## config.mk

```make
export PLATFORM = sky130hd
export DESIGN_NAME = bkm_residual_iter_flat
export DESIGN_NICKNAME = d
export VERILOG_FILES = /design/src/rtl/bkm_residual_iter_if.sv /design/src/rtl/bkm_residual_iter.sv /design/src/flat_wrapper.sv
export SDC_FILE = /design/constraint.sdc
export NUM_CORES = 1
export LEC_CHECK = 0
export ABC_AREA = 1
export BUFFER_PORTS_ARGS = -buffer_cell sky130_fd_sc_hd__buf_2
export CAP_MARGIN = 20
export CORE_UTILIZATION = 40
export CTS_BUF_LIST = sky130_fd_sc_hd__clkbuf_4 sky130_fd_sc_hd__clkbuf_8
export DETAILED_ROUTE_END_ITERATION = 10
export PLACE_DENSITY_LB_ADDON = 0.25
export SYNTH_ARGS = -nofsm -noshare
export SYNTH_HDL_FRONTEND = slang
export SYNTH_SLANG_ARGS = --single-unit
```

## constraint.sdc

```tcl
create_clock -name clk -period 7 [get_ports clk]
set_clock_uncertainty 0.05 [all_clocks]
set_input_delay 1.4 -clock clk [delete_from_list [all_inputs] [get_ports clk]]
set_output_delay 1.4 -clock clk [all_outputs]
set_load 0.05 [all_outputs]
```

## src/rtl/bkm_residual_iter_if.sv

```systemverilog
// Bus between the BKM residual iterator and its stager / get_d neighbours.
// Optional digit-log outputs exist only with BKM_ITER_DIGIT_LOG_EN.
interface bkm_residual_iter_if #(
  parameter int W      = 8,
  parameter int N_ITER = 8,
  parameter int ITER_W = 4
);
  logic                start;
  logic                mode;
  logic signed [W-1:0] u0;
  logic signed [W-1:0] v0;
  logic signed [W-1:0] u;
  logic signed [W-1:0] v;
  logic                mode_o;
  logic [1:0]          d_x;
  logic [1:0]          d_y;
  logic                busy;
  logic                done;
  logic [ITER_W-1:0]   iter;
  logic                ovf;
  logic                dig_err;
`ifdef BKM_ITER_DIGIT_LOG_EN
  logic [2*N_ITER-1:0] dlog_x;
  logic [2*N_ITER-1:0] dlog_y;
`endif

  modport slave (
    input  start, mode, u0, v0, d_x, d_y,
`ifdef BKM_ITER_DIGIT_LOG_EN
    output dlog_x, dlog_y,
`endif
    output u, v, mode_o, busy, done, iter, ovf, dig_err
  );

  modport master (
    output start, mode, u0, v0, d_x, d_y,
`ifdef BKM_ITER_DIGIT_LOG_EN
    input  dlog_x, dlog_y,
`endif
    input  u, v, mode_o, busy, done, iter, ovf, dig_err
  );
endinterface

```

## src/rtl/bkm_residual_iter.sv

```systemverilog
// BKM residual iterator: one shift-and-add update per clock, done N_ITER+1 cycles after start; no backpressure, start ignored unless IDLE.
// Optional macro BKM_ITER_DIGIT_LOG_EN adds per-run digit logs dlog_x/dlog_y.
module bkm_residual_iter #(
  parameter int W      = 8,
  parameter int N_ITER = 8,
  parameter int ITER_W = 4
) (
  input  logic                 clk,
  input  logic                 rst_n,
  bkm_residual_iter_if.slave   bus
);
  localparam int EW = 2*W + 2;
  localparam int LW = 2*N_ITER;
  localparam logic signed [EW-1:0] ONE = {{(EW-1){1'b0}}, 1'b1} << (W-3);

  typedef enum logic [1:0] {IDLE, RUN, DONE} state_t;

  state_t              state_q, state_d;
  logic signed [W-1:0] u_q, u_d, v_q, v_d;
  logic                mode_q, mode_d;
  logic [ITER_W-1:0]   iter_q, iter_d;
  logic                ovf_q, ovf_d;
  logic                err_q, err_d;

  logic signed [EW-1:0] u_x, v_x, sh_u, sh_v, u_nxt, v_nxt;
  logic                 dx_bad, dy_bad;

  // Illegal code 2'b10 falls into the default arm and contributes nothing.
  function automatic logic signed [EW-1:0] dmul(input logic [1:0] d,
                                                input logic signed [EW-1:0] x);
    case (d)
      2'b01:   return x;
      2'b11:   return -x;
      default: return '0;
    endcase
  endfunction

  function automatic logic fits(input logic signed [EW-1:0] x);
    return (x[EW-1:W-1] == '0) || (x[EW-1:W-1] == '1);
  endfunction

  always_comb begin
    u_x    = {{(EW-W){u_q[W-1]}}, u_q};
    v_x    = {{(EW-W){v_q[W-1]}}, v_q};
    dx_bad = (bus.d_x == 2'b10);
    dy_bad = (bus.d_y == 2'b10);
    sh_u   = (dmul(bus.d_x, u_x) - dmul(bus.d_y, v_x)) >>> iter_q;
    sh_v   = (dmul(bus.d_x, v_x) + dmul(bus.d_y, u_x)) >>> iter_q;
    u_nxt  = (u_x <<< 1) - dmul(bus.d_x, ONE) + sh_u;
    v_nxt  = (v_x <<< 1) - dmul(bus.d_y, ONE) + sh_v;
  end

`ifdef BKM_ITER_DIGIT_LOG_EN
  logic [LW-1:0] dlog_x_q, dlog_x_d, dlog_y_q, dlog_y_d;
`endif

  always_comb begin
    state_d = state_q;
    u_d     = u_q;
    v_d     = v_q;
    mode_d  = mode_q;
    iter_d  = iter_q;
    ovf_d   = ovf_q;
    err_d   = err_q;
`ifdef BKM_ITER_DIGIT_LOG_EN
    dlog_x_d = dlog_x_q;
    dlog_y_d = dlog_y_q;
`endif
    case (state_q)
      IDLE: begin
        if (bus.start) begin
          u_d     = bus.u0;
          v_d     = bus.v0;
          mode_d  = bus.mode;
          iter_d  = '0;
          ovf_d   = 1'b0;
          err_d   = 1'b0;
          state_d = RUN;
`ifdef BKM_ITER_DIGIT_LOG_EN
          dlog_x_d = '0;
          dlog_y_d = '0;
`endif
        end
      end
      RUN: begin
        u_d    = u_nxt[W-1:0];
        v_d    = v_nxt[W-1:0];
        iter_d = iter_q + 1'b1;
        ovf_d  = ovf_q | ~fits(u_nxt) | ~fits(v_nxt);
        err_d  = err_q | dx_bad | dy_bad;
`ifdef BKM_ITER_DIGIT_LOG_EN
        dlog_x_d = (dlog_x_q << 2) | LW'(bus.d_x);
        dlog_y_d = (dlog_y_q << 2) | LW'(bus.d_y);
`endif
        if (iter_q == ITER_W'(N_ITER-1)) state_d = DONE;
      end
      DONE:    state_d = IDLE;
      default: state_d = IDLE;
    endcase
  end

  always_ff @(posedge clk or negedge rst_n) begin
    if (!rst_n) begin
      state_q <= IDLE;
      u_q     <= '0;
      v_q     <= '0;
      mode_q  <= 1'b0;
      iter_q  <= '0;
      ovf_q   <= 1'b0;
      err_q   <= 1'b0;
    end else begin
      state_q <= state_d;
      u_q     <= u_d;
      v_q     <= v_d;
      mode_q  <= mode_d;
      iter_q  <= iter_d;
      ovf_q   <= ovf_d;
      err_q   <= err_d;
    end
  end

`ifdef BKM_ITER_DIGIT_LOG_EN
  always_ff @(posedge clk or negedge rst_n) begin
    if (!rst_n) begin
      dlog_x_q <= '0;
      dlog_y_q <= '0;
    end else begin
      dlog_x_q <= dlog_x_d;
      dlog_y_q <= dlog_y_d;
    end
  end

  assign bus.dlog_x = dlog_x_q;
  assign bus.dlog_y = dlog_y_q;
`endif

  assign bus.u       = u_q;
  assign bus.v       = v_q;
  assign bus.mode_o  = mode_q;
  assign bus.iter    = iter_q;
  assign bus.ovf     = ovf_q;
  assign bus.dig_err = err_q;
  assign bus.busy    = (state_q == RUN);
  assign bus.done    = (state_q == DONE);
endmodule

```

## src/flat_wrapper.sv

```systemverilog
// flat-port wrapper written by rule: the top's interface ports become plain ports
module bkm_residual_iter_flat 
#(
  parameter int W      = 8,
  parameter int N_ITER = 8,
  parameter int ITER_W = 4
)
  (clk, rst_n, bus_start, bus_mode, bus_u0, bus_v0, bus_d_x, bus_d_y, bus_u, bus_v, bus_mode_o, bus_busy, bus_done, bus_iter, bus_ovf, bus_dig_err);
  bkm_residual_iter_if #(.W(W), .N_ITER(N_ITER), .ITER_W(ITER_W)) bus_i ();
  input  logic clk;
  input  logic rst_n;
  input wire logic [$bits(bus_i.start)-1:0] bus_start;
  input wire logic [$bits(bus_i.mode)-1:0] bus_mode;
  input wire logic [$bits(bus_i.u0)-1:0] bus_u0;
  input wire logic [$bits(bus_i.v0)-1:0] bus_v0;
  input wire logic [$bits(bus_i.d_x)-1:0] bus_d_x;
  input wire logic [$bits(bus_i.d_y)-1:0] bus_d_y;
  output wire logic [$bits(bus_i.u)-1:0] bus_u;
  output wire logic [$bits(bus_i.v)-1:0] bus_v;
  output wire logic [$bits(bus_i.mode_o)-1:0] bus_mode_o;
  output wire logic [$bits(bus_i.busy)-1:0] bus_busy;
  output wire logic [$bits(bus_i.done)-1:0] bus_done;
  output wire logic [$bits(bus_i.iter)-1:0] bus_iter;
  output wire logic [$bits(bus_i.ovf)-1:0] bus_ovf;
  output wire logic [$bits(bus_i.dig_err)-1:0] bus_dig_err;
  assign bus_i.start = bus_start;
  assign bus_i.mode = bus_mode;
  assign bus_i.u0 = bus_u0;
  assign bus_i.v0 = bus_v0;
  assign bus_i.d_x = bus_d_x;
  assign bus_i.d_y = bus_d_y;
  assign bus_u = bus_i.u;
  assign bus_v = bus_i.v;
  assign bus_mode_o = bus_i.mode_o;
  assign bus_busy = bus_i.busy;
  assign bus_done = bus_i.done;
  assign bus_iter = bus_i.iter;
  assign bus_ovf = bus_i.ovf;
  assign bus_dig_err = bus_i.dig_err;
  bkm_residual_iter #(.W(W), .N_ITER(N_ITER), .ITER_W(ITER_W)) u_core (.clk(clk), .rst_n(rst_n), .bus(bus_i));
endmodule
```

==> qor.csv, run 1 <==
stage,metric,value,unit
outcome,run status,completed,
logic_synthesis,Cells after Synth,1329,
final_layout,most used cells in the layout excluding fill and tap cells,"349 x sky130_fd_sc_hd__nand2_1, 155 x sky130_fd_sc_hd__inv_1, 150 x sky130_fd_sc_hd__nand3_1",
logic_synthesis,register area share after synthesis,0.07867,
final_layout,"most common cell after layout, fill and taps aside",sky130_fd_sc_hd__nand2_1,
setup_path,critical path start-end classification,input pin to flop,
detailed_routing,first drt pass iteration count,5,
clocking,clock-pin slew of the registers on the worst-case setup and hold paths,0.09,ns
timing,hold violation total from the final report,0,
die,initial cell density of the core,0.4086,
clocking,Num CTS Buffers,3,
logic_synthesis,"Top FF cell, synth",sky130_fd_sc_hd__dfrtp_1,
place,gp weighted congestion,0.9313,
clocking,CTS hold repair buffers,0,
timing,minimum setup slack in the final design,0.4074,ns
timing,count of pins over their slew limit,0,
logic_synthesis,Mapped Nets,1460,
final_layout,number of fill cells,2165,
clocking,Post-CTS Setup Inserts,0,
setup_path,biggest cell delay along the critical path,0.48,ns
die,count of standard-cell rows,51,
grt,vias in the first global route,8114,
min_path,Hold Path Class,flop to flop,
setup_path,Worst Path Buf+Inv,3,
timing,maximum clock frequency,151.7,MHz
final_layout,Post-layout nets,1492,
setup_path,Crit path required time,7.12,ns
clocking,Root Buffer Master,sky130_fd_sc_hd__clkbuf_8,
detailed_routing,WL met1,11970,um
detailed_routing,number of routed nets with antenna violations,0,
detailed_routing,met3 wire length,1307,um
die,floorplan die width,143,um
clocking,source-to-sink clock delay at the later pin of the worst-skew pair,0.27,ns
final_layout,register cell area after layout,625.6,um^2
timing,Setup Total Neg Slack,0,ns
timing,period utilisation layout,0.9418,
setup_path,Critical Path Sink Type,flop,
clocking,TritonCTS clock tree,built,
clocking,maximum number of buffers from clock root to sink,2,
grt,number of antenna violations at the first check in global routing,0,
timing,shortest clock period the worst path allows after layout,6.593,ns
timing,relative max-transition margin,0.3239,
logic_synthesis,mean cell area of the mapped netlist,5.984,um^2
clocking,Max H-tree Level,1,
place,input/output buffers,48,
final_layout,non-filler instance count after layout,1625,
job,number of max-capacitance violations reported,0,
logic_synthesis,"EDFF count, synth",0,
die,number of top-level pins,49,
logic_synthesis,post-synth design cell area,7953,um^2
setup_path,cell family with most CP delay,simple AND/OR/NAND/NOR gates,
place,worst setup slack before clock tree synthesis,0.1494,ns
grt,remaining global-route overflow,0,
final_layout,design area,8559,um^2
final_layout,Synth-to-Final Area Change,7.631,%
timing,# setup viols final,0,
detailed_routing,number of design rule violations left after detail routing,0,
clocking,count of clock tree sinks,25,
detailed_routing,Starting DRT DRC Count,593,
detailed_routing,Vias,8704,
place,half-perimeter wire length after detailed placement,20920,um
place,DP Cell Count,1621,
detailed_routing,average detailed-routed wire length per instance,15.25,um
grt,first-pass GRT wire length,40520,um
die,area of the core,19460,um^2
setup_path,critical path data arrival time,6.72,ns
grt,GRT Total Usage,0.2469,
setup_path,type of origin of the critical path,input pin,
die,vertical extent of the die,143,um
setup_path,maximum fanout count along the critical path,27,
logic_synthesis,count of yosys warnings during synthesis,0,
place,total cell area at the placement stage,8503,um^2
detailed_routing,Vias per Instance,5.356,
die,Total Die Area,20450,um^2
detailed_routing,uppermost layer routed,met4,
logic_synthesis,count of state elements after synthesis,25,
detailed_routing,post-detailed-routing wire length,24790,um
logic_synthesis,async set-or-reset flop fraction in the synthesized netlist,1.000,
final_layout,Inserted Diodes,0,
final_layout,multi-input gate area in the final layout,6515,um^2
logic_synthesis,count of cell types in the netlist,53,
detailed_routing,wire length on met2,11060,um
setup_path,critical-path cell with the highest stage delay,sky130_fd_sc_hd__fa_1,
final_layout,layout cell share with drive strength beyond 1,0.1074,
timing,pin slew with the least headroom to its limit,1.013,ns
grt,largest net degree at the start of global routing,43,
-- cells by family (layout without fill, tap and decap cells) --
kind of cell    count (synthesis)  count (layout)  share of synthesized area
compound gates                261             261                     0.1905
xor+xnor                       51              51                    0.05617
fa+ha+maj                     107             107                     0.1948
buf+inv                       214             245                     0.1034
flops                          25              25                    0.07867
simple gates                  671             671                     0.3765
-- layer usage --
metal / GRT usage / up-vias
li1: - / 4480
met1: 0.3487 / 3965
met2: 0.4044 / 231
met3: 0.02750 / 28
met4: 0.04584 / 0
met5: 0 / -
-- timing repair --
action,4_1_cts,5_1_grt
endpoints found under the hold margin,0,0
endpoints found under the setup margin,0,1
gates resized for setup,0,4
-- synth_stat cells (5+ instances only) --
master                     instances  area [um^2]
sky130_fd_sc_hd__buf_1            13        48.80
sky130_fd_sc_hd__nor3_1           10        50.05
sky130_fd_sc_hd__xnor2_1          14        122.6
sky130_fd_sc_hd__a21oi_1          84        420.4
sky130_fd_sc_hd__ha_1             79        988.5
sky130_fd_sc_hd__a21o_1           13        97.59
sky130_fd_sc_hd__o22ai_1          31        193.9
sky130_fd_sc_hd__nand4_1           6        37.54
sky130_fd_sc_hd__nor2_2            5        31.28
sky130_fd_sc_hd__a21oi_2           5        43.79
sky130_fd_sc_hd__xor2_1           37        324.1
sky130_fd_sc_hd__nand2_2          23        143.9
sky130_fd_sc_hd__dfrtp_1          25        625.6
sky130_fd_sc_hd__o21ai_1          13        65.06
sky130_fd_sc_hd__inv_1           157        589.3
sky130_fd_sc_hd__fa_1             28        560.5
sky130_fd_sc_hd__nor2_1           91        341.6
sky130_fd_sc_hd__clkbuf_1         16        60.06
sky130_fd_sc_hd__nand3b_1          7        52.55
sky130_fd_sc_hd__nand3_2           8        80.08
sky130_fd_sc_hd__or2_1             6        37.54
sky130_fd_sc_hd__nand3_1         150        750.7
sky130_fd_sc_hd__o21ai_0          76        380.4
sky130_fd_sc_hd__buf_2             6        30.03
sky130_fd_sc_hd__nand2_1         349         1310
sky130_fd_sc_hd__o211ai_1         11        82.58
sky130_fd_sc_hd__inv_2            16        60.06
-- per-stage QoR --
stage / util / hold WS (ns)
after floorplan: - / 0.5372
after global placement: 0.4369 / 0.4027
after detailed placement: 0.4369 / 0.4035
after CTS: 0.4393 / 0.4273
after global routing: 0.4398 / 0.4547
final: 0.4398 / 0.4192
-- tightest hold or removal path, cell delays in order, from the launching register on --
cell	delay, ns
sky130_fd_sc_hd__dfrtp_1	0.35
sky130_fd_sc_hd__nand2_1	0.05
sky130_fd_sc_hd__nand2_1	0.05
-- final timing paths --
check | start | to | slack [ns] | cells after the start
worst max register to register | u_core.bus.u[0] | u_core.bus.ovf | 0.53 | 38
max in group asynchronous | rst_n | u_core.bus.u[5] | 5.44 | 1
min in group asynchronous | rst_n | u_core.bus.v[6] | 1.07 | 1
worst min-delay path | u_core.bus.mode_o | u_core.bus.mode_o | 0.42 | 2
worst min register to register | u_core.bus.mode_o | u_core.bus.mode_o | 0.42 | 2
worst max-delay path | bus_d_x[0] | u_core.bus.ovf | 0.41 | 31
-- registers in the layout (all words and copies together), names as in the netlist --
register            cells
u_core.bus.v            8
u_core.state_q          2
u_core.bus.mode_o       1
u_core.bus.u            8
u_core.bus.dig_err      1
u_core.bus.ovf          1
u_core.bus.iter         4
-- layout make-up --
type,count,area share
Timing Repair Buffer,65,0.04444
Multi-Input combinational cell,1090,0.7611
Sequential cell,25,0.07309
Clock inverter,1,0.0005847
Tap cell,265,0.03874
Clock buffer,3,0.004824
Inverter,176,0.07718
Power of run 1 is not shown: default switching activity piles up to over one toggle a cycle in this logic, so the estimate is an artifact.
==> inputs of run 2 (changes only) <==
CORE_MARGIN = 2   (was default)
PLACE_DENSITY = 0.54   (was default)
PLACE_DENSITY_LB_ADDON = default   (was 0.25)
clock period = 7.5 ns   (was 7 ns; I/O delays follow)
==> run 2 against run 1 <==
Against the previous run:
- die area rose by 2.8%
- flip-flop and latch count did not move
- via count barely moved
- routed wire length rose by 3.2%
- clock-buffer cell count rose by 1
- setup slack improved by 0.40 ns
- sequential share of layout area barely moved
- register-to-register slack improved by 0.63 ns
==> qor.csv, run 2 (same netlist as run 1, synthesis figures left out) <==
stage,metric,value,unit,change
place,input/output buffers,48,,unchanged
detailed_routing,post-detailed-routing wire length,25590,um,+3.2%
clocking,clock-pin slew of the registers on the worst-case setup and hold paths,0.09,ns,about the same
detailed_routing,Vias per Instance,5.377,,+0.38%
setup_path,critical path start-end classification,input pin to flop,,
setup_path,FF-to-FF End,u_core.bus.ovf,,
setup_path,type of origin of the critical path,input pin,,
setup_path,critical-path cell with the highest stage delay,sky130_fd_sc_hd__fa_1,,
clocking,source-to-sink clock delay at the later pin of the worst-skew pair,0.27,ns,about the same
grt,largest net degree at the start of global routing,42,,-2.3%
place,worst setup slack before clock tree synthesis,0.5671,ns,+0.4176 ns
setup_path,Critical Path Sink Type,flop,,
min_path,Hold Path Class,flop to flop,,
detailed_routing,number of routed nets with antenna violations,0,,unchanged
final_layout,Post-layout nets,1487,,-0.34%
detailed_routing,Vias,8710,,+0.069%
grt,number of antenna violations at the first check in global routing,0,,unchanged
setup_path,cell family with most CP delay,simple AND/OR/NAND/NOR gates,,
timing,hold violation total from the final report,0,,unchanged
timing,period utilisation layout,0.8919,,
timing,count of pins over their slew limit,0,,unchanged
die,floorplan die width,145,um,+1.4%
final_layout,layout cell share with drive strength beyond 1,0.1011,,-0.006246
timing,maximum clock frequency,149.5,MHz,
grt,GRT Total Usage,0.2421,,-0.004864
setup_path,Worst Path Buf+Inv,3,,unchanged
final_layout,Inserted Diodes,0,,unchanged
die,vertical extent of the die,145,um,+1.4%
die,Total Die Area,21030,um^2,+2.8%
timing,pin slew with the least headroom to its limit,1.038,ns,+0.02542 ns
timing,shortest clock period the worst path allows after layout,6.689,ns,
detailed_routing,average detailed-routed wire length per instance,15.80,um,+3.5%
job,number of max-capacitance violations reported,0,,unchanged
setup_path,setup slack on the worst flop-to-flop path,1.16,ns,+0.63 ns
timing,Hold WS,0.4378,ns,+0.01865 ns
place,half-perimeter wire length after detailed placement,21470,um,+2.6%
setup_path,maximum fanout count along the critical path,15,,-44%
setup_path,worst flop-to-flop path startpoint,u_core.bus.u[1],,
timing,RSZ-0062 raised after global routing,false,,
clocking,CTS hold repair buffers,0,,unchanged
final_layout,"most common cell after layout, fill and taps aside",sky130_fd_sc_hd__nand2_1,,
timing,Setup Total Neg Slack,0,ns,unchanged
detailed_routing,Starting DRT DRC Count,501,,-16%
clocking,Root Buffer Master,sky130_fd_sc_hd__clkbuf_8,,
die,number of top-level pins,49,,unchanged
grt,first-pass GRT wire length,42020,um,+3.7%
clocking,Num CTS Buffers,3,,unchanged
final_layout,most used cells in the layout excluding fill and tap cells,"349 x sky130_fd_sc_hd__nand2_1, 157 x sky130_fd_sc_hd__inv_1, 150 x sky130_fd_sc_hd__nand3_1",,
place,gp weighted congestion,0.9263,,-0.54%
grt,remaining global-route overflow,0,,unchanged
setup_path,critical path depth in cells,31,,unchanged
setup_path,Crit path required time,7.62,ns,+0.50 ns
setup_path,Worst Setup SP,bus_d_x[0],,
final_layout,Synth-to-Final Area Change,6.907,%,
clocking,maximum number of buffers from clock root to sink,2,,unchanged
final_layout,fin util,0.4368,,-0.002957
timing,# setup viols final,0,,unchanged
die,initial cell density of the core,0.4086,,unchanged
setup_path,biggest cell delay along the critical path,0.47,ns,about the same
die,count of standard-cell rows,51,,unchanged
clocking,Max H-tree Level,1,,unchanged
detailed_routing,first drt pass iteration count,7,,+2
clocking,Post-CTS Setup Inserts,0,,unchanged
clocking,count of clock tree sinks,25,,unchanged
grt,vias in the first global route,8388,,+3.4%
clocking,TritonCTS clock tree,built,,
clocking,CTS-repair resized insts,0,,unchanged
detailed_routing,number of design rule violations left after detail routing,0,,unchanged
timing,minimum setup slack in the final design,0.8106,ns,+0.4032 ns
setup_path,R2R depth,38,,unchanged
setup_path,endpoint of the worst setup timing path,u_core.bus.ovf,,
setup_path,critical path data arrival time,6.81,ns,+0.09 ns
die,area of the core,19460,um^2,unchanged
timing,relative max-transition margin,0.3069,,-0.01696
outcome,run status,completed,,
run 2: cell types whose count changed in the layout (fill, tap and decap cells not counted):
cell,before,now
sky130_fd_sc_hd__a21oi_2,6,5
sky130_fd_sc_hd__inv_2,18,16
sky130_fd_sc_hd__clkbuf_4,0,1
sky130_fd_sc_hd__buf_12,1,0
sky130_fd_sc_hd__a21oi_1,83,84
sky130_fd_sc_hd__inv_1,155,157
sky130_fd_sc_hd__nor4_2,1,0
sky130_fd_sc_hd__buf_4,16,12
sky130_fd_sc_hd__nor4_1,1,2
sky130_fd_sc_hd__clkinv_2,1,0
run 2: worst reg2reg max path, delay by kind of cell (launching register included):
family                     cells  cell delay, ns
adders and majority gates      5            1.71
AOI/OAI and AO/OA              5            0.99
buffers and inverters          3            0.40
DFF                            1            0.44
and+or+nand+nor               24            2.46
xor gates and xnor gates       1            0.20
run 2: layer usage:
metal	vias to the layer above	GRT usage	wire (um)
met5	-	0	0
li1	4458	-	-
met2	210	0.4169	11990
met3	52	0.01101	907
met1	3990	0.3171	11570
met4	0	0.1005	1124
run 2: worst min path at each step:
stage                            from           endpoint  slack [ns]  depth (start not counted)
finish              u_core.bus.mode_o  u_core.bus.mode_o        0.44                          2
global route        u_core.bus.mode_o  u_core.bus.mode_o        0.48                          2
CTS                 u_core.bus.mode_o  u_core.bus.mode_o        0.44                          2
detailed placement  u_core.bus.mode_o  u_core.bus.mode_o        0.41                          2
global placement    u_core.bus.mode_o  u_core.bus.mode_o        0.40                          2
floorplan           u_core.state_q[1]  u_core.state_q[1]        0.54                          3
run 2: final cells by class:
class                           instances  area (um^2)
Multi-Input combinational cell       1090         6505
Sequential cell                        25        625.6
Fill cell                            2168        10960
Clock buffer                            4        48.80
Timing Repair Buffer                   60        330.3
Inverter                              176        660.6
Tap cell                              265        331.6
run 2: metrics by stage:
step                cell area (um^2)  std cells
floorplan                       7953       1329
global placement                8453       1616
detailed placement              8453       1616
CTS                             8502       1620
global route                    8502       1620
finish                          8502       1620
Power of run 2 is left out for the same reason.
==> inputs of run 3 (changes only) <==
==> constraint.sdc (replaced) <==
create_clock -name clk -period 7.5 [get_ports clk]
set_clock_uncertainty 0.05 [all_clocks]
set_input_delay 2.25 -clock clk [delete_from_list [all_inputs] [get_ports clk]]
set_output_delay 2.25 -clock clk [all_outputs]
set_load 0.05 [all_outputs]
==> run 3 against run 2 <==
Against the previous run:
- register-to-register slack got worse by 0.10 ns
- sequential share of layout area down 0.80 points
- non-clock buffer count is 97 higher
- via count increased by 2.9%
- clock-buffer cell count unchanged
- final area is 12% higher
- worst hold slack improved by 0.0060 ns
- die area unchanged
- largest cell class unchanged
- highest routed layer unchanged
==> qor.csv, run 3 (same netlist as run 1, synthesis figures left out) <==
stage,metric,value,unit,change
outcome,run status,completed,,
timing,relative max-transition margin,0.3203,,+0.01333
clocking,Root Buffer Master,sky130_fd_sc_hd__clkbuf_8,,
setup_path,Crit path required time,7.63,ns,about the same
final_layout,fin util,0.4899,,+0.05304
setup_path,Critical Path Sink Type,flop,,
setup_path,maximum fanout count along the critical path,8,,-7
die,Total Die Area,21030,um^2,unchanged
final_layout,Post-layout nets,1584,,+6.5%
die,vertical extent of the die,145,um,unchanged
die,area of the core,19460,um^2,unchanged
clocking,CTS hold repair buffers,0,,unchanged
clocking,maximum number of buffers from clock root to sink,2,,unchanged
final_layout,design area,9534,um^2,+12%
clocking,Max H-tree Level,1,,unchanged
detailed_routing,average detailed-routed wire length per instance,15.24,um,-3.5%
clocking,Num CTS Buffers,3,,unchanged
detailed_routing,Vias,8963,,+2.9%
timing,maximum clock frequency,140.8,MHz,-5.8%
setup_path,type of origin of the critical path,input pin,,
timing,shortest clock period the worst path allows after layout,7.103,ns,+0.4136 ns
detailed_routing,Vias per Instance,5.220,,-2.9%
place,gp weighted congestion,0.8839,,-4.6%
timing,hold violation total from the final report,0,,unchanged
final_layout,layout cell share with drive strength beyond 1,0.1949,,+0.09380
timing,minimum setup slack in the final design,0.3970,ns,-0.4136 ns
timing,Setup Total Neg Slack,0,ns,unchanged
final_layout,Inserted Diodes,0,,unchanged
grt,remaining global-route overflow,0,,unchanged
min_path,Hold Path Class,flop to flop,,
setup_path,critical path start-end classification,input pin to flop,,
die,count of standard-cell rows,51,,unchanged
clocking,count of clock tree sinks,25,,unchanged
grt,number of antenna violations at the first check in global routing,0,,unchanged
final_layout,number of fill cells,2097,,-3.3%
place,half-perimeter wire length after detailed placement,22020,um,+2.6%
grt,first-pass GRT wire length,43370,um,+3.2%
clocking,source-to-sink clock delay at the later pin of the worst-skew pair,0.28,ns,about the same
job,number of max-capacitance violations reported,0,,unchanged
die,number of top-level pins,49,,unchanged
setup_path,critical-path cell with the highest stage delay,sky130_fd_sc_hd__fa_1,,
timing,# setup viols final,0,,unchanged
clocking,clock-pin slew of the registers on the worst-case setup and hold paths,0.09,ns,about the same
final_layout,register cell area after layout,625.6,um^2,unchanged
setup_path,biggest cell delay along the critical path,0.46,ns,about the same
detailed_routing,post-detailed-routing wire length,26170,um,+2.3%
grt,vias in the first global route,8811,,+5.0%
final_layout,most used cells in the layout excluding fill and tap cells,"348 x sky130_fd_sc_hd__nand2_1, 156 x sky130_fd_sc_hd__inv_1, 147 x sky130_fd_sc_hd__nand3_1",,
clocking,CTS-repair resized insts,0,,unchanged
grt,largest net degree at the start of global routing,42,,unchanged
place,total cell area at the placement stage,9181,um^2,+8.6%
detailed_routing,number of routed nets with antenna violations,0,,unchanged
detailed_routing,number of design rule violations left after detail routing,0,,unchanged
final_layout,multi-input gate area in the final layout,6805,um^2,+4.6%
final_layout,"most common cell after layout, fill and taps aside",sky130_fd_sc_hd__nand2_1,,
timing,period utilisation layout,0.9471,,+0.05515
place,worst setup slack before clock tree synthesis,0.01887,ns,-0.5482 ns
detailed_routing,first drt pass iteration count,5,,-2
grt,GRT Total Usage,0.2489,,+0.006870
final_layout,Synth-to-Final Area Change,19.89,%,
clocking,Post-CTS Setup Inserts,0,,unchanged
setup_path,critical path data arrival time,7.23,ns,+0.42 ns
die,floorplan die width,145,um,unchanged
detailed_routing,Starting DRT DRC Count,411,,-18%
place,input/output buffers,48,,unchanged
clocking,TritonCTS clock tree,built,,
timing,pin slew with the least headroom to its limit,1.018,ns,-0.01997 ns
timing,count of pins over their slew limit,0,,unchanged
die,initial cell density of the core,0.4086,,unchanged
==> run 3: changes by cell type in the layout (fill, tap and decap cells not counted), moves of 3 or more <==
cell | before | now
sky130_fd_sc_hd__o22ai_1 | 31 | 27
sky130_fd_sc_hd__buf_4 | 12 | 108
sky130_fd_sc_hd__o22ai_2 | 1 | 5
sky130_fd_sc_hd__o21ai_2 | 3 | 6
sky130_fd_sc_hd__xnor2_1 | 14 | 10
sky130_fd_sc_hd__a21oi_2 | 5 | 19
sky130_fd_sc_hd__nand3_1 | 150 | 147
sky130_fd_sc_hd__ha_4 | 0 | 8
sky130_fd_sc_hd__a21oi_1 | 84 | 70
sky130_fd_sc_hd__nand3_2 | 8 | 11
sky130_fd_sc_hd__ha_1 | 79 | 70
sky130_fd_sc_hd__xnor2_2 | 0 | 4
==> run 3: cell type report <==
| type | count | share of cell area |
|---|---|---|
| timing repair buffer | 157 | 0.1114 |
| multi-input combinational | 1090 | 0.7138 |
| clock buffer | 4 | 0.005118 |
| sequential | 25 | 0.06562 |
| tap | 265 | 0.03478 |
| inverter | 176 | 0.06929 |
==> run 3: stage by stage <==
step,std cells,hold WS (ns)
after floorplan,1329,0.5372
after global placement,1713,0.4115
after detailed placement,1713,0.4198
after CTS,1717,0.4418
after global routing,1717,0.4603
final,1717,0.4438
==> run 3: per-layer routing <==
| metal | vias to the layer above | part of all wire | global-route usage |
|---|---|---|---|
| li1 | 4654 | - | - |
| met2 | 157 | 0.48 | 0.4429 |
| met1 | 4106 | 0.45 | 0.3175 |
| met3 | 46 | 0.034 | 0.01101 |
| met5 | - | 0 | 0 |
| met4 | 0 | 0.040 | 0.09653 |
==> run 3: critical path, delay by kind of cell <==
kind	cells	cell delay [ns]
buffers and inverters	9	0.95
adder cells (fa/ha/maj)	3	1.19
XOR/XNOR	1	0.22
AND/OR/NAND/NOR	27	2.58
==> run 3: worst paths after layout <==
path                              startpoint           endpoint  slack [ns]  depth (start not counted)
hold / removal             u_core.bus.mode_o  u_core.bus.mode_o        0.44                          2
max in group asynchronous              rst_n    u_core.bus.u[2]        5.11                          1
setup reg to reg             u_core.bus.u[1]     u_core.bus.ovf        1.06                         42
min in group asynchronous              rst_n    u_core.bus.v[1]        1.91                          1
setup / recovery                  bus_d_y[0]     u_core.bus.ovf        0.40                         40
hold reg to reg            u_core.bus.mode_o  u_core.bus.mode_o        0.44                          2
Power of run 3 is left out for the same reason.
